[src/rtl/video_stream_checker_pkg.sv]
// ---------------------------------------------------------------------------
// video_stream_pkg
//   Shared types and constants for the video stream checker.
//   - vsc_state_e : checker FSM states (hunting for SOF / inside a frame)
//   - sum_width() : width of the per-frame pixel accumulator
//   - LFSR_SEED / LFSR_TAPS : backpressure LFSR reset value and feedback taps
//     (taps 16,14,13,11 -> bit positions 15,13,12,10)
// ---------------------------------------------------------------------------
package video_stream_pkg;

  typedef enum logic [0:0] {
    WAIT_SOF = 1'b0,
    IN_FRAME = 1'b1
  } vsc_state_e;

  localparam logic [15:0] LFSR_SEED = 16'hACE1;
  localparam logic [15:0] LFSR_TAPS = 16'hB400;

  // w*h pixels of at most 2^data_width-1 each always fit in this width.
  function automatic int sum_width(input int data_width, input int w, input int h);
    return data_width + $clog2(w * h);
  endfunction

endpackage

[src/rtl/video_stream_checker_lfsr16.sv]
// ---------------------------------------------------------------------------
// lfsr16
//   16-bit Fibonacci LFSR (taps 16,14,13,11) advancing every cycle, used to
//   generate pseudo-random stall cycles on the checker's tready.
//   clk : clock
//   rst : asynchronous active-high reset, loads LFSR_SEED
//   q   : current LFSR state
// ---------------------------------------------------------------------------
module lfsr16
  import video_stream_pkg::*;
(
  input  logic        clk,
  input  logic        rst,
  output logic [15:0] q
);

  logic fb;

  assign fb = ^(q & LFSR_TAPS);

  always_ff @(posedge clk or posedge rst) begin
    if (rst) begin
      q <= LFSR_SEED;
    end else begin
      q <= {q[14:0], fb};
    end
  end

endmodule

[config.mk]
export PLATFORM = sky130hd
export DESIGN_NAME = lfsr16
export DESIGN_NICKNAME = d
export VERILOG_FILES = /design/src/rtl/video_stream_checker_pkg.sv /design/src/rtl/video_stream_checker_lfsr16.sv
export SDC_FILE = /design/constraint.sdc
export NUM_CORES = 1
export LEC_CHECK = 0
export ABC_AREA = 1
export BUFFER_PORTS_ARGS = -buffer_cell sky130_fd_sc_hd__buf_2
export CAP_MARGIN = 15
export CORE_AREA = 2 2 39 41
export CTS_BUF_LIST = sky130_fd_sc_hd__clkbuf_8
export DETAILED_ROUTE_END_ITERATION = 16
export DIE_AREA = 0 0 41 43
export SYNTH_ARGS = -nofsm -noshare
export SYNTH_HDL_FRONTEND = slang
export SYNTH_SLANG_ARGS = --single-unit
[constraint.sdc]
create_clock -name clk -period 1.4 [get_ports clk]
set_input_delay 0.21 -clock clk [delete_from_list [all_inputs] [get_ports clk]]
set_output_delay 0.21 -clock clk [all_outputs]
set_load 0.02 [all_outputs]
==> flow_summary.json <==
{
  "outcome": "complete, no violations",
  "pin_count": 18,
  "synth_edf_count": 0,
  "seq_area_um2": 410,
  "grt_pass1_wl_um": 1090,
  "core-area_mm2": 0.00138,
  "gp_congestion": 0.615,
  "crit_fanout": 5,
  "die_y_um": 43,
  "cts_resized": 0,
  "drc": 0,
  "slowest_delay_ps": 570,
  "htree_levels": 1,
  "period_needed_ps": 1190,
  "critPathCaptureType": "output pin",
  "cp_data_required_time_ps": 1190,
  "fin_setup_tns_ps": 0,
  "drive_gt1_frac": 0.566,
  "vdd_drop_max_v": 0.000671,
  "synth_top_area_frac": 0.440,
  "drt-initial-drc-count": 1,
  "reg.largest.list": "q x16",
  "avgViaCountPerCell": 3.91,
  "syn_area_per_cell_um2": 14.9,
  "die_area_mm2": 0.00176,
  "multi_input_comb_area_um2": 48.8,
  "tightest_slew_ps": 574,
  "fillers": 144,
  "synth_cells": 32,
  "synth.area.top_cells": "dfstp_2, dfrtp_1, nand2_1",
  "cts_buffer_depth": 2,
  "yosysSeqAreaShare": 0.859,
  "setup_viol": 0,
  "vias": 270,
  "startpoint_type": "flip-flop",
  "cp_slowest_cell": "dfstp_2",
  "setup_slack_ps": 210,
  "max_freq_mhz": 840,
  "path_cells": "buf_2",
  "synth_top_area_cell": "dfstp_2",
  "maxCapViolations": 0,
  "dpl_worst_slack_ps": 467,
  "syn_nets": 34,
  "final_area_um2": 638,
  "regMostFlops": "q",
  "finalHoldViolations": 0,
  "min_path_type": "in2async",
  "clock_latency_ps": 240,
  "syn_to_final_growth_pct": 33.5,
  "skew_ps": 0.902,
  "globalRoute.totalOverflow": 0,
  "worstPathArrival_ps": 980,
  "antenna_found_initial": 0,
  "ys_warn_count": 0,
  "netlist_top_cells_count": "dfrtp_1, dfstp_2, nand2_1",
  "worstPathBufferInverterCount": 1,
  "ys_ff_latch": 16,
  "critical_path.top_delay_family": "flip-flops",
  "dpl-instance-area_um2": 583,
  "nets": 56,
  "async_flop_share": 1.00,
  "slew_violations": 0,
  "worst_slew_margin_rel": 0.617,
  "routedWlPerCell_um": 10.4,
  "track_usage": 0.103,
  "diodes": 0,
  "hold_buffers": 0,
  "clk_pin_slew_ps": 60,
  "rsz0062_at_grt": "false",
  "p_per_area_mw_per_mm2": 1360,
  "finalWirelength_um": 716,
  "cts_tree": "done",
  "largest_reg_flops": 16,
  "post-route-period-util": 0.850,
  "cts_setup_buffers": 0,
  "grt_max_degree": 17,
  "start_util": 0.345,
  "cts_buffers": 3,
  "crit_type": "reg2out",
  "syn-cell-area_um2": 478,
  "ant_nets": 0,
  "cellLeakagePower_nw": 0.365,
  "firstDrtPassIters": 2,
  "clock-sinks": 16,
  "port_buffers": 17,
  "dp_hpwl_um": 475,
  "synth.distinct_cells": 7,
  "grt_pass1_vias": 258,
  "die_w_um": 41,
  "row_count": 14,
  "cts-root-buf": "clkbuf_8",
  "timing.hold.ws_ps": 13.9,
  "ys.flop_type": "dfstp_2"
}
layout by cell type (no fill, tap or decap):
cell,netlist,routed
nor2_2,1,1
nor2_1,1,1
xnor2_1,1,1
buf_2,0,17
clkbuf_8,0,4
dfrtp_1,8,8
nand2_1,8,8
inv_1,5,5
dfstp_2,8,8
layer usage:
metal | vias up | global-route usage | wire length, µm
met1 | 127 | 0.124 | 335
li1 | 132 | - | -
met4 | 0 | 0.0600 | 0
met3 | 0 | 0.0785 | 44
met5 | - | 0 | 0
met2 | 11 | 0.125 | 336
kinds of logic (layout without fill, tap and decap cells):
kind of cell / Yosys count / count (layout) / share of synthesized area
flops: 16 / 16 / 0.859
simple gates: 10 / 10 / 0.0838
buf+inv: 5 / 26 / 0.0393
xor+xnor: 1 / 1 / 0.0183
where the power goes:
part           switching [mW]  internal (mW)
clock network           0.144          0.249
registers                   0          0.464
logic                 0.00843        0.00113
total                   0.153          0.714
final timing paths:
| path | from | end | slack (ps) | cells past startpoint |
|---|---|---|---|---|
| worst max-delay path | q[10] | q[10] | 210 | 1 |
| worst min-delay path | rst | q[8] | 10 | 2 |
| worst max register to register | q[10] | q[0] | 520 | 5 |
| worst min register to register | q[5] | q[6] | 360 | 0 |
| max in group asynchronous | rst | q[10] | 1010 | 2 |
| min in group clk | q[5] | q[6] | 360 | 0 |
stage by stage:
| step | power (mW) | std cells | utilization |
|---|---|---|---|
| 6_report | 0.866 | 69 | 0.461 |
| 5_1_grt | 0.906 | 69 | 0.461 |
| 4_1_cts | 0.884 | 69 | 0.461 |
| 3_5_place_dp | 0.482 | 65 | 0.421 |
| 3_3_place_gp | 0.481 | 65 | 0.421 |
| 2_1_floorplan | 0.478 | 32 | - |
area by class of cell:
cell class | count | share of cell area
timing repair buffer | 17 | 0.133
clock buffer | 4 | 0.0863
tap | 16 | 0.0314
inverter | 5 | 0.0294
sequential | 16 | 0.643
multi-input combinational | 11 | 0.0765
(Power assumes the default switching activity.)
